[config.mk]
export PLATFORM = sky130hd
export DESIGN_NAME = mcm_poll_sched
export DESIGN_NICKNAME = d
export VERILOG_FILES = /design/src/rtl/mcm_poll_sched.sv
export SDC_FILE = /design/constraint.sdc
export NUM_CORES = 1
export LEC_CHECK = 0
export BUFFER_PORTS_ARGS = -buffer_cell sky130_fd_sc_hd__buf_2
export CAP_MARGIN = 30
export CORE_UTILIZATION = 29
export CTS_CLUSTER_SIZE = 20
export DETAILED_ROUTE_END_ITERATION = 12
export GPL_TIMING_DRIVEN = 0
export PLACE_DENSITY = 0.42
export SLEW_MARGIN = 40
export SYNTH_ARGS = -nofsm -noshare
export SYNTH_HDL_FRONTEND = slang
export SYNTH_SLANG_ARGS = --single-unit
[constraint.sdc]
create_clock -name clk -period 2.6 [get_ports clk]
set_input_delay 0.13 -clock clk [delete_from_list [all_inputs] [get_ports clk]]
set_output_delay 0.13 -clock clk [all_outputs]
set_load 0.01 [all_outputs]
[src/rtl/mcm_poll_sched.sv]
// Round-robin poll scheduler for MCM receive channels: per frame, request each enabled
// channel, wait for done or timeout, then guard gap. Optional retry-once: MCM_RETRY_EN.
`timescale 1ns/1ps
module mcm_poll_sched #(
  parameter int N_CH    = 4,
  parameter int SEL_W   = 2,
  parameter int RQ_LEN  = 4,
  parameter int TIMEOUT = 20000,
  parameter int TMR_W   = 15,
  parameter int GAP     = 16
) (
  input  logic             clk,
  input  logic             reset,
  input  logic             iStart,
  input  logic [N_CH-1:0]  iEnMask,
  input  logic [N_CH-1:0]  iDone,
  output logic [N_CH-1:0]  oRQ,
  output logic [SEL_W-1:0] oSel,
  output logic             oBusy,
  output logic             oFrameReady,
  output logic             oTimeout,
  output logic [N_CH-1:0]  oErrMask,
  output logic             oOverrun,
  output logic [2:0]       dbg_state
);

  typedef enum logic [2:0] {
    S_IDLE = 3'd0,
    S_SCAN = 3'd1,
    S_REQ  = 3'd2,
    S_WAIT = 3'd3,
    S_GAP  = 3'd4,
    S_DONE = 3'd5
  } state_t;

  localparam logic [TMR_W-1:0] RQ_LAST  = TMR_W'(RQ_LEN - 1);
  localparam logic [TMR_W-1:0] TO_LAST  = TMR_W'(TIMEOUT - 1);
  localparam logic [TMR_W-1:0] GAP_LAST = TMR_W'(GAP - 1);
  localparam logic [SEL_W-1:0] CH_LAST  = SEL_W'(N_CH - 1);

  state_t            state, state_nx;
  logic [SEL_W-1:0]  ch, ch_nx;
  logic [TMR_W-1:0]  cnt, cnt_nx;
  logic [N_CH-1:0]   en_lat, en_lat_nx;
  logic [N_CH-1:0]   err, err_nx;
  logic              timeout_nx, overrun_nx;
`ifdef MCM_RETRY_EN
  // retried: this channel already used its retry; again: go back to REQ after the gap
  logic              retried, retried_nx, again, again_nx;
`endif

  // Start handshake: iStart is accepted only in IDLE; any iStart seen while busy
  // (including the DONE cycle) is dropped and reported on oOverrun.
  always_comb begin
    state_nx   = state;
    ch_nx      = ch;
    cnt_nx     = cnt;
    en_lat_nx  = en_lat;
    err_nx     = err;
    timeout_nx = 1'b0;
    overrun_nx = iStart && (state != S_IDLE);
`ifdef MCM_RETRY_EN
    retried_nx = retried;
    again_nx   = again;
`endif
    case (state)
      S_IDLE: begin
        if (iStart) begin
          en_lat_nx = iEnMask;
          err_nx    = '0;
          ch_nx     = '0;
          cnt_nx    = '0;
          state_nx  = S_SCAN;
`ifdef MCM_RETRY_EN
          retried_nx = 1'b0;
          again_nx   = 1'b0;
`endif
        end
      end
      S_SCAN: begin
        cnt_nx = '0;
        if (en_lat[ch])         state_nx = S_REQ;
        else if (ch == CH_LAST) state_nx = S_DONE;
        else                    ch_nx    = ch + SEL_W'(1);
      end
      S_REQ: begin
        if (cnt == RQ_LAST) begin
          cnt_nx   = '0;
          state_nx = S_WAIT;
        end else begin
          cnt_nx = cnt + TMR_W'(1);
        end
      end
      S_WAIT: begin
        // done is checked first so it wins over a coinciding timeout
        if (iDone[ch]) begin
          cnt_nx   = '0;
          state_nx = S_GAP;
        end else if (cnt == TO_LAST) begin
          cnt_nx   = '0;
          state_nx = S_GAP;
`ifdef MCM_RETRY_EN
          if (!retried) begin
            retried_nx = 1'b1;
            again_nx   = 1'b1;
          end else begin
            err_nx[ch] = 1'b1;
            timeout_nx = 1'b1;
          end
`else
          err_nx[ch] = 1'b1;
          timeout_nx = 1'b1;
`endif
        end else if (cnt != '1) begin
          cnt_nx = cnt + TMR_W'(1);
        end
      end
      S_GAP: begin
        if (cnt == GAP_LAST) begin
          cnt_nx = '0;
`ifdef MCM_RETRY_EN
          if (again) begin
            again_nx = 1'b0;
            state_nx = S_REQ;
          end else begin
            retried_nx = 1'b0;
            if (ch == CH_LAST) state_nx = S_DONE;
            else begin
              ch_nx    = ch + SEL_W'(1);
              state_nx = S_SCAN;
            end
          end
`else
          if (ch == CH_LAST) state_nx = S_DONE;
          else begin
            ch_nx    = ch + SEL_W'(1);
            state_nx = S_SCAN;
          end
`endif
        end else begin
          cnt_nx = cnt + TMR_W'(1);
        end
      end
      S_DONE:  state_nx = S_IDLE;
      default: state_nx = S_IDLE;
    endcase
  end

  always_ff @(posedge clk or negedge reset) begin
    if (!reset) begin
      state       <= S_IDLE;
      ch          <= '0;
      cnt         <= '0;
      en_lat      <= '0;
      err         <= '0;
      oTimeout    <= 1'b0;
      oOverrun    <= 1'b0;
      oFrameReady <= 1'b0;
`ifdef MCM_RETRY_EN
      retried     <= 1'b0;
      again       <= 1'b0;
`endif
    end else begin
      state       <= state_nx;
      ch          <= ch_nx;
      cnt         <= cnt_nx;
      en_lat      <= en_lat_nx;
      err         <= err_nx;
      oTimeout    <= timeout_nx;
      oOverrun    <= overrun_nx;
      oFrameReady <= (state == S_DONE);
`ifdef MCM_RETRY_EN
      retried     <= retried_nx;
      again       <= again_nx;
`endif
    end
  end

  // Decoded straight from the state register so the strobe drops with async reset
  assign oRQ       = (state == S_REQ) ? (N_CH'(1) << ch) : '0;
  assign oSel      = ch;
  assign oBusy     = (state != S_IDLE);
  assign oErrMask  = err;
  assign dbg_state = state;

endmodule
==> run summary, run 1 <==
R2r endpoint = cnt[6]
Worst Path Arrival = 2400 ps
RSZ-0062 raised after global routing = no
Seq cells post-synth = 31
Net Sw Power = 0.000863 W
CP Class = flop to flop
Worst-Margin Slew = 726 ps
CP endpoint = cnt[6]
Async set or reset register ratio after synthesis = 100%
Vias in the first global route = 1,546
Post-DRT Antenna Nets = 0
Diode count = 0
Fill cells = 631
Clock share of power = 20.4%
Final RePlAce weighted congestion = 0.759
Pre-CTS WS = 371 ps
CTS tree = yes
Synthesized cell area = 1850 um2
Synth warnings = 0
PwrDens = 953 nW/um2
Register share of total power = 30.9%
Crit Path Max Fanout = 10
CP Buf/Inv Count = 2
Pin count of the biggest net entering global routing = 32
Critical path origin = cnt[0]
Die extent in y = 81.9 um
Multi-input logic area = 980 um2
WL/cell = 15.8 um
Global-route wire length before repair = 7.62 mm
CTS buffer count = 5
DR DRC count = 0
CP Cell Sequence = ha_1 -> nand4_2 -> nor4_2 -> a21o_1 -> buf_6 -> buf_6 -> o31ai_1 -> a21oi_1
Period minus WS final = 2190 ps
Switching part of the total = 41.3%
Syn Area/Cell = 10.3 um2
Syn_nets = 196
Static leakage = 0.980 nW
Setup_tns = 0 ps
Die W = 81.9 um
Worst-path clk slew = 70 ps
Layout Nets = 231
Most frequent cells in the layout = dfrtp_1, buf_2, a21oi_1, nor2_1, nand2_1
DR vias = 1,558
Clk_lat worst skew = 290 ps
Setup violators final = 0
Peak supply drop = 0.390 mV
Synth Instances = 180
Dominant register cell in the synthesized netlist = dfrtp_1
Post-synth EDFFs = 0
Critical path startpoint category = flop
DR vias/cell = 5.35
Relative slew margins = 51.6%
Initial antenna violation count = 0
Most common cell after layout, fill and taps aside = dfrtp_1
Critical Path Max Stage Delay = 490 ps
Family with the most delay on the worst path = simple AND/OR/NAND/NOR gates
Final period utilization = 84.1%
Fmax achieved = 457 MHz
Final WS setup = 412 ps
Max Root-Sink Buffers = 2
Worst reg2reg path depth = 8
Worst path slowest cell = nor4_2
H-tree depth = 2
Setup Skew = 8.30 ps
GRT Util Overall = 15.3%
Combinational cell fraction of total power = 48.7%
Initial cell density of the core = 30.7%
1st-iter DRT viols = 38
Die Area = 6710 um2
R2r startpoint = cnt[0]
Max Cap Violations = 0
TritonRoute pass-1 iters = 4
Int Power = 0.00123 W
Setup slack, reg-to-reg = 410 ps
Synth top area cells = dfrtp_1, o31ai_1, a21oi_1
TritonCTS Sinks = 31
Crit path depth = 8
Top Ports = 28
P&R area growth vs syn = 18.3%
Post-synth top area cell = dfrtp_1
Req. time, crit path = 2810 ps
Share of layout cells above drive strength 1 = 27.8%
Routed wire length = 4.60 mm
CP endpoint kind = flop
# rows = 28
Status = finished, final reports clean
Hold Path Class = primary input to flop
Post-CTS Setup Inserts = 0
Core footprint = 6030 um2
I/O Buffers = 27
Yosys top cell area share = 41.9%
Post-DP HPWL = 3.34 mm
CTS Root Cell = clkbuf_8
Most used cell, CP = buf_6
Netlist cell types = 52
Final Max Slew Viols = 0
Post-synthesis sequential area ratio = 41.9%
Grt ovf = 0
FF/Latch Area = 776 um2
Overall power = 0.00209 W
Final number of hold-violating endpoints = 0
## worst min-delay path by stage
stage	from	endpoint	slack [ps]	cells past startpoint
finish	iEnMask[0]	en_lat[0]	70	2
CTS	iEnMask[0]	en_lat[0]	70	2
global route	iEnMask[1]	en_lat[1]	80	2
floorplan	reset	cnt[0]	-170	0
detailed placement	reset	cnt[1]	240	1
global placement	reset	cnt[0]	220	1
## state kept, by name (all words and copies together), names as in the netlist
name and count:
cnt 15, en_lat 4, oErrMask 4, dbg_state 3
oSel 2, oFrameReady 1, oOverrun 1, oTimeout 1
## cells by family (layout without fill, tap and decap cells)
kind of cell               Yosys count  in the layout  share of synthesized area (%)
AOI/OAI and AO/OA                   45             45                           18.2
DFF                                 31             31                           41.9
and+or+nand+nor                     69             69                           22.9
adders and majority gates            5              5                           3.38
muxes                               10             10                           7.50
xor gates and xnor gates             2              2                          0.946
buffers and inverters               18             54                           5.20
## worst register-to-register path, delay by kind of cell, from the launching register on
family                     cells  cell delay (ps)
and+or+nand+nor                2              760
buffers and inverters          2              290
AOI/OAI and AO/OA              3              400
DFF                            1              410
adders and majority gates      1              260
## stage by stage
step | instance area [um2] | std cells | util [%] | hold slack [ps]
4_1_cts | 2190 | 291 | 36.4 | 66.8
6_report | 2190 | 291 | 36.4 | 74.8
5_1_grt | 2190 | 291 | 36.4 | 77.5
2_1_floorplan | 1850 | 180 | - | -166
3_3_place_gp | 2080 | 282 | 34.5 | 221
3_5_place_dp | 2080 | 282 | 34.5 | 243
## what timing repair did
item,CTS,global route
gates resized for setup,0,0
endpoints found under the hold margin,31,0
setup endpoints to repair,0,0
hold buffers,1,0
## synth_stat cells, types with 2 or more instances
library cell,n
buf_6,3
mux2i_1,3
o211ai_1,2
nor3_1,3
nand2b_1,3
clkbuf_1,3
o311ai_0,6
a21oi_1,14
nand4_1,4
nand2_1,12
nor2_1,12
inv_1,9
nand3_1,7
and3_1,7
ha_1,5
buf_2,2
or4_1,6
o31ai_1,10
dfrtp_1,31
a21o_1,2
nor4_2,2
mux2_2,4
## per-layer routing
metal	vias to the layer above	routed length, um	track usage (%)
li1	749	-	-
met1	781	2110	19.0
met2	24	2310	25.6
met3	4	124	3.67
met4	0	53	5.79
met5	-	0	0
## final cells by class
class                           instances  area share [%]
Buffer                                  9            2.86
Clock buffer                            8            4.57
Inverter                                9            1.54
Multi-Input combinational cell        131            44.7
Sequential cell                        31            35.4
Tap cell                               75            4.28
Timing Repair Buffer                   28            6.62
## power by group through the flow
stage,logic [W],registers (W),clock network (W)
4_1_cts,0.00103,0.000648,0.000443
3_5_place_dp,0.00102,0.000656,0
2_1_floorplan,0.000725,0.000656,0
5_1_grt,0.00112,0.000660,0.000461
3_3_place_gp,0.00101,0.000648,0
6_report,0.00102,0.000645,0.000426
Power figures use the tool's default switching activity.
==> run 2, diff against run 1 <==
--- a/config.mk
+++ b/config.mk
@@ -11,7 +11,7 @@
 export CTS_CLUSTER_SIZE = 20
 export DETAILED_ROUTE_END_ITERATION = 12
 export GPL_TIMING_DRIVEN = 0
-export PLACE_DENSITY = 0.42
+export PLACE_DENSITY = 0.44
 export SLEW_MARGIN = 40
 export SYNTH_ARGS = -nofsm -noshare
 export SYNTH_HDL_FRONTEND = slang
==> constraint.sdc (replaced) <==
create_clock -name clk -period 1.9 [get_ports clk]
set_input_delay 0.095 -clock clk [delete_from_list [all_inputs] [get_ports clk]]
set_output_delay 0.095 -clock clk [all_outputs]
set_load 0.01 [all_outputs]
==> run summary, run 2 (synthesis gave the netlist of run 1 again) <==
CP endpoint kind = flop
Die W = 81.9 um (unchanged)
Die Area = 6710 um2 (unchanged)
Post-DP HPWL = 3.26 mm (-2.2%)
WL/cell = 15.8 um (-0.20%)
Setup_tns = -837 ps (-837 ps)
Overall power = 0.00356 W (+70%)
Critical path origin = oSel[0]
R2r endpoint = cnt[13]
Global-route wire length before repair = 7.91 mm (+3.8%)
CTS tree = yes
P&R area growth vs syn = 46.8%
Fmax achieved = 499 MHz (+9.1%)
Die extent in y = 81.9 um (unchanged)
Crit Path Max Fanout = 4 (-6)
Family with the most delay on the worst path = simple AND/OR/NAND/NOR gates
DR DRC count = 0 (unchanged)
Failing checks = negative setup slack
Worst reg2reg path depth = 7 (-1)
Routed wire length = 5.02 mm (+9.1%)
Layout Nets = 258 (+12%)
TritonRoute pass-1 iters = 4 (unchanged)
Pre-CTS WS = -309 ps (-680 ps)
Status = finished with violations
Initial antenna violation count = 0 (unchanged)
Clk_lat worst skew = 290 ps (about the same)
Share of layout cells above drive strength 1 = 47.7% (+20 points)
Combinational cell fraction of total power = 58.5% (+9.8 points)
Peak supply drop = 0.665 mV (+70%)
Setup slack, reg-to-reg = -110 ps (-520 ps)
Max Root-Sink Buffers = 2 (unchanged)
R2r startpoint = oSel[0]
Register share of total power = 25.1% (-5.8 points)
Final number of hold-violating endpoints = 0 (unchanged)
Worst-path clk slew = 70 ps (about the same)
H-tree depth = 2 (unchanged)
Largest Register = cnt
1st-iter DRT viols = 55 (+45%)
Max Cap Violations = 0 (unchanged)
CP Cell Sequence = mux4_2 -> nor3_4 -> buf_6 -> buf_12 -> a211oi_4 -> or4b_4 -> a21oi_2
CTS buffer count = 5 (unchanged)
Clock share of power = 16.4% (-4.0 points)
Period minus WS final = 2010 ps (-182 ps)
DR vias = 1,701 (+9.2%)
Finished Cell Area = 2720 um2 (+24%)
RSZ-0062 raised after global routing = yes
CP endpoint = cnt[13]
Diode count = 0 (unchanged)
Worst-Margin Slew = 732 ps (+6.62 ps)
Worst Path Arrival = 2220 ps (-180 ps)
Pin count of the biggest net entering global routing = 32 (unchanged)
Initial cell density of the core = 30.7% (unchanged)
# rows = 28 (unchanged)
Static leakage = 1.18 nW (+21%)
DR vias/cell = 5.35 (about the same)
Post-Place Cell Area = 2090 um2 (+0.60%)
Switching part of the total = 40.8% (-0.46 points)
Relative slew margins = 51.2% (-0.44 points)
Critical Path Max Stage Delay = 490 ps (about the same)
Setup Skew = 11.6 ps (+3.28 ps)
Final Max Slew Viols = 0 (unchanged)
Critical path startpoint category = flop
GRT Util Overall = 15.8% (+0.45 points)
Final WS setup = -106 ps (-518 ps)
Post-DRT Antenna Nets = 0 (unchanged)
TritonCTS Sinks = 31 (unchanged)
Req. time, crit path = 2120 ps (-690 ps)
CP Class = flop to flop
Core footprint = 6030 um2 (unchanged)
Most common cell after layout, fill and taps aside = dfrtp_1
Net Sw Power = 0.00145 W (+68%)
Hold Path Class = primary input to flop
Most frequent cells in the layout = dfrtp_1, buf_2, buf_4, nand2_1, a21oi_1
CTS Root Cell = clkbuf_8
I/O Buffers = 27 (unchanged)
CP Buf/Inv Count = 2 (unchanged)
Max reg flops = 15 (unchanged)
Worst path slowest cell = or4b_4
Vias in the first global route = 1,613 (+4.3%)
Final RePlAce weighted congestion = 0.739 (-2.8%)
Int Power = 0.00210 W (+72%)
Grt ovf = 0 (unchanged)
Setup violators final = 18 (+18)
Final period utilization = 106% (+21 points)
PwrDens = 1310 nW/um2 (+37%)
Top Ports = 28 (unchanged)
Crit path depth = 7 (-1)
run 2: cell type report:
| class | instances | area [um2] |
|---|---|---|
| well taps | 75 | 93.8 |
| flip-flops and latches | 31 | 777 |
| clock buffers | 8 | 100 |
| plain buffers | 8 | 86.3 |
| multi-input cells | 131 | 1220 |
| inverters | 9 | 33.8 |
| repair buffers | 56 | 409 |
| fillers | 583 | 3310 |
run 2: layer usage:
| metal | routed length (um) | part of all wire, % | vias up | track usage [%] |
|---|---|---|---|---|
| li1 | - | - | 807 | - |
| met1 | 2380 | 47 | 850 | 20.7 |
| met2 | 2380 | 47 | 33 | 24.8 |
| met3 | 160 | 3.2 | 11 | 3.78 |
| met4 | 103 | 2.1 | 0 | 6.32 |
| met5 | 0 | 0 | - | 0 |
run 2: repair_timing:
| item | 4_1_cts | 5_1_grt |
|---|---|---|
| hold buffers | 1 | 0 |
| endpoints found under the setup margin | 28 | 23 |
| setup buffers | 16 | 11 |
| gates resized for setup | 25 | 34 |
| endpoints found under the hold margin | 31 | 0 |
| pin swaps | 10 | 14 |
| cloned | 0 | 1 |
run 2: power groups by stage:
| stage | clock [W] | combinational [W] | sequential [W] |
|---|---|---|---|
| floorplan | 0 | 0.00101 | 0.000904 |
| global placement | 0 | 0.00139 | 0.000896 |
| detailed placement | 0 | 0.00141 | 0.000908 |
| CTS | 0.000601 | 0.00181 | 0.000890 |
| global route | 0.000637 | 0.00223 | 0.000906 |
| finish | 0.000583 | 0.00208 | 0.000893 |
run 2: worst min-delay path by stage:
stage / start / to / cells after the start
2_1_floorplan: reset / cnt[0] / 0
3_3_place_gp: reset / cnt[0] / 1
3_5_place_dp: reset / cnt[0] / 1
4_1_cts: iEnMask[3] / en_lat[3] / 2
5_1_grt: iEnMask[3] / en_lat[3] / 2
6_report: iEnMask[3] / en_lat[3] / 2
run 2: through the flow:
stage | std cells | hold WS, ps | util, %
after global routing | 318 | 43.1 | 45.1
after global placement | 282 | 188 | 34.7
after floorplan | 180 | -201 | -
after CTS | 306 | 36.2 | 40.5
after detailed placement | 282 | 207 | 34.7
final | 318 | 49.2 | 45.1
==> run 3, diff against run 2 <==
--- a/config.mk
+++ b/config.mk
@@ -7,11 +7,11 @@
 export LEC_CHECK = 0
 export BUFFER_PORTS_ARGS = -buffer_cell sky130_fd_sc_hd__buf_2
 export CAP_MARGIN = 30
-export CORE_UTILIZATION = 29
+export CORE_UTILIZATION = 51
 export CTS_CLUSTER_SIZE = 20
 export DETAILED_ROUTE_END_ITERATION = 12
 export GPL_TIMING_DRIVEN = 0
-export PLACE_DENSITY = 0.44
+export PLACE_DENSITY = 0.72
 export SLEW_MARGIN = 40
 export SYNTH_ARGS = -nofsm -noshare
 export SYNTH_HDL_FRONTEND = slang
==> run summary, run 3 (synthesis gave the netlist of run 1 again) <==
Status = finished with violations
Failing checks = negative setup slack
1st-iter DRT viols = 247 (+350%)
Worst Path Arrival = 2340 ps (+120 ps)
Final number of hold-violating endpoints = 0 (unchanged)
Core footprint = 3420 um2 (-43%)
Peak supply drop = 0.819 mV (+23%)
TritonRoute pass-1 iters = 4 (unchanged)
Crit Path Max Fanout = 10 (+6)
Share of layout cells above drive strength 1 = 43.5% (-4.3 points)
Max Cap Violations = 0 (unchanged)
Hold Path Class = primary input to async pin
Worst-Margin Slew = 702 ps (-30.3 ps)
Post-DRT Antenna Nets = 0 (unchanged)
I/O Buffers = 27 (unchanged)
Worst reg2reg path depth = 6 (-1)
Top Ports = 28 (unchanged)
Max Root-Sink Buffers = 2 (unchanged)
TritonCTS Sinks = 31 (unchanged)
DR DRC count = 0 (unchanged)
Initial antenna violation count = 0 (unchanged)
Pin count of the biggest net entering global routing = 32 (unchanged)
P&R area growth vs syn = 34.8%
Multi-input logic area = 1150 um2 (-5.9%)
Setup slack, reg-to-reg = -240 ps (-130 ps)
DR vias/cell = 6.46 (+21%)
CP Class = flop to flop
Overall power = 0.00324 W (-8.9%)
Initial cell density of the core = 54.2% (+23 points)
PwrDens = 1300 nW/um2 (-0.74%)
Worst-path clk slew = 100 ps (+30 ps)
# rows = 21 (-25%)
Largest Register = cnt
Max reg flops = 15 (unchanged)
WL/cell = 19.2 um (+22%)
Period minus WS final = 2140 ps (+130 ps)
R2r startpoint = cnt[8]
Most frequent cells in the layout = buf_2, dfrtp_1, nand2_1, buf_4, nor2_1
Static leakage = 1.10 nW (-6.7%)
Fin util = 73.1% (+28 points)
M1 GR Usage = 32.1% (+11 points)
Pre-CTS WS = -298 ps (+10.6 ps)
CTS Root Cell = clkbuf_4
Met3 Track Usage GR = 6.99% (+3.2 points)
GR peak layer = met2
Setup_tns = -2280 ps (-1440 ps)
Die extent in y = 62.3 um (-24%)
Diode count = 0 (unchanged)
Relative slew margins = 53.2% (+2.0 points)
Grt ovf = 0 (unchanged)
Final WS setup = -236 ps (-130 ps)
Final Instance Count excl. Fillers = 283 (-11%)
Fmax achieved = 468 MHz (-6.1%)
H-tree depth = 2 (unchanged)
Die Area = 3880 um2 (-42%)
CTS buffer count = 5 (unchanged)
Layout Nets = 252 (-2.3%)
FF/Latch Area = 781 um2 (+0.48%)
Req. time, crit path = 2100 ps (-20 ps)
Routed wire length = 5.45 mm (+8.4%)
DR vias = 1,827 (+7.4%)
Final RePlAce weighted congestion = 0.834 (+13%)
R2r endpoint = cnt[12]
Clk_lat worst skew = 340 ps (+50 ps)
RSZ-0062 raised after global routing = yes
Fill cells = 238 (-59%)
Die W = 62.3 um (-24%)
CP endpoint kind = flop
Placed insts = 253 (-10%)
Critical path startpoint category = flop
Post-DP HPWL = 3.04 mm (-6.9%)
Most common cell after layout, fill and taps aside = buf_2
GRT Util Overall = 26.9% (+11 points)
Final period utilization = 112% (+6.9 points)
Setup violators final = 19 (+1)
Met2 usage = 44.9% (+20 points)
CTS tree = yes
Global-route wire length before repair = 8.03 mm (+1.6%)
Setup Skew = 9.15 ps (-2.43 ps)
Vias in the first global route = 1,741 (+7.9%)
Final Max Slew Viols = 0 (unchanged)
==> run 3: changes by cell type in the layout (fill, tap and decap cells not counted), sizes merged <==
cell,delta
buf,-10
clkbuf,-4
clkinv,+1
clkinvlp,+2
dlygate4sd3,+5
==> run 3: worst max path at each step <==
stage,from,end
3_5_place_dp,cnt[0],cnt[11]
6_report,cnt[8],cnt[12]
2_1_floorplan,dbg_state[0],cnt[10]
5_1_grt,cnt[8],cnt[12]
3_3_place_gp,cnt[12],dbg_state[2]
4_1_cts,cnt[12],cnt[13]
==> run 3: per-layer routing <==
metal	routed length, um	vias to the layer above	share of wire [%]
li1	-	802	-
met1	2100	904	39
met2	2730	99	50
met3	387	22	7.1
met4	225	0	4.1
met5	0	-	0
==> run 3: final cells by class <==
cell class / instances / share of cell area, %
Buffer: 8 / 3.21
Clock buffer: 5 / 1.50
Clock inverter: 3 / 0.802
Inverter: 9 / 1.35
Multi-Input combinational cell: 131 / 46.0
Sequential cell: 31 / 31.3
Tap cell: 46 / 2.31
Timing Repair Buffer: 50 / 13.6
==> run 3: timing repair <==
| action | 4_1_cts | 5_1_grt |
|---|---|---|
| cloned | 0 | 2 |
| buffers inserted | 11 | 4 |
| hold buffers | 6 | 0 |
| resized for setup | 16 | 36 |
| setup endpoints to repair | 28 | 28 |
| pin swaps | 7 | 11 |
| endpoints found under the hold margin | 36 | 0 |
==> run 3: worst max-delay path: stages, from the launching register on <==
cell,delay [ps]
dfrtp_2,460
nor4_4,290
nand4_1,210
o211a_4,330
buf_12,150
o311ai_2,340
o221ai_1,200
==> run 3: stage by stage <==
stage,instance area (um2),hold slack (ps)
finish,2500,323
global route,2500,377
detailed placement,2060,180
floorplan,1860,-201
CTS,2320,340
global placement,2060,170
==> run 3: where the power goes <==
| group | switching (W) | internal [W] |
|---|---|---|
| sequential | 0.0000964 | 0.000782 |
| clock | 0.000243 | 0.000141 |
| combinational | 0.00112 | 0.000861 |
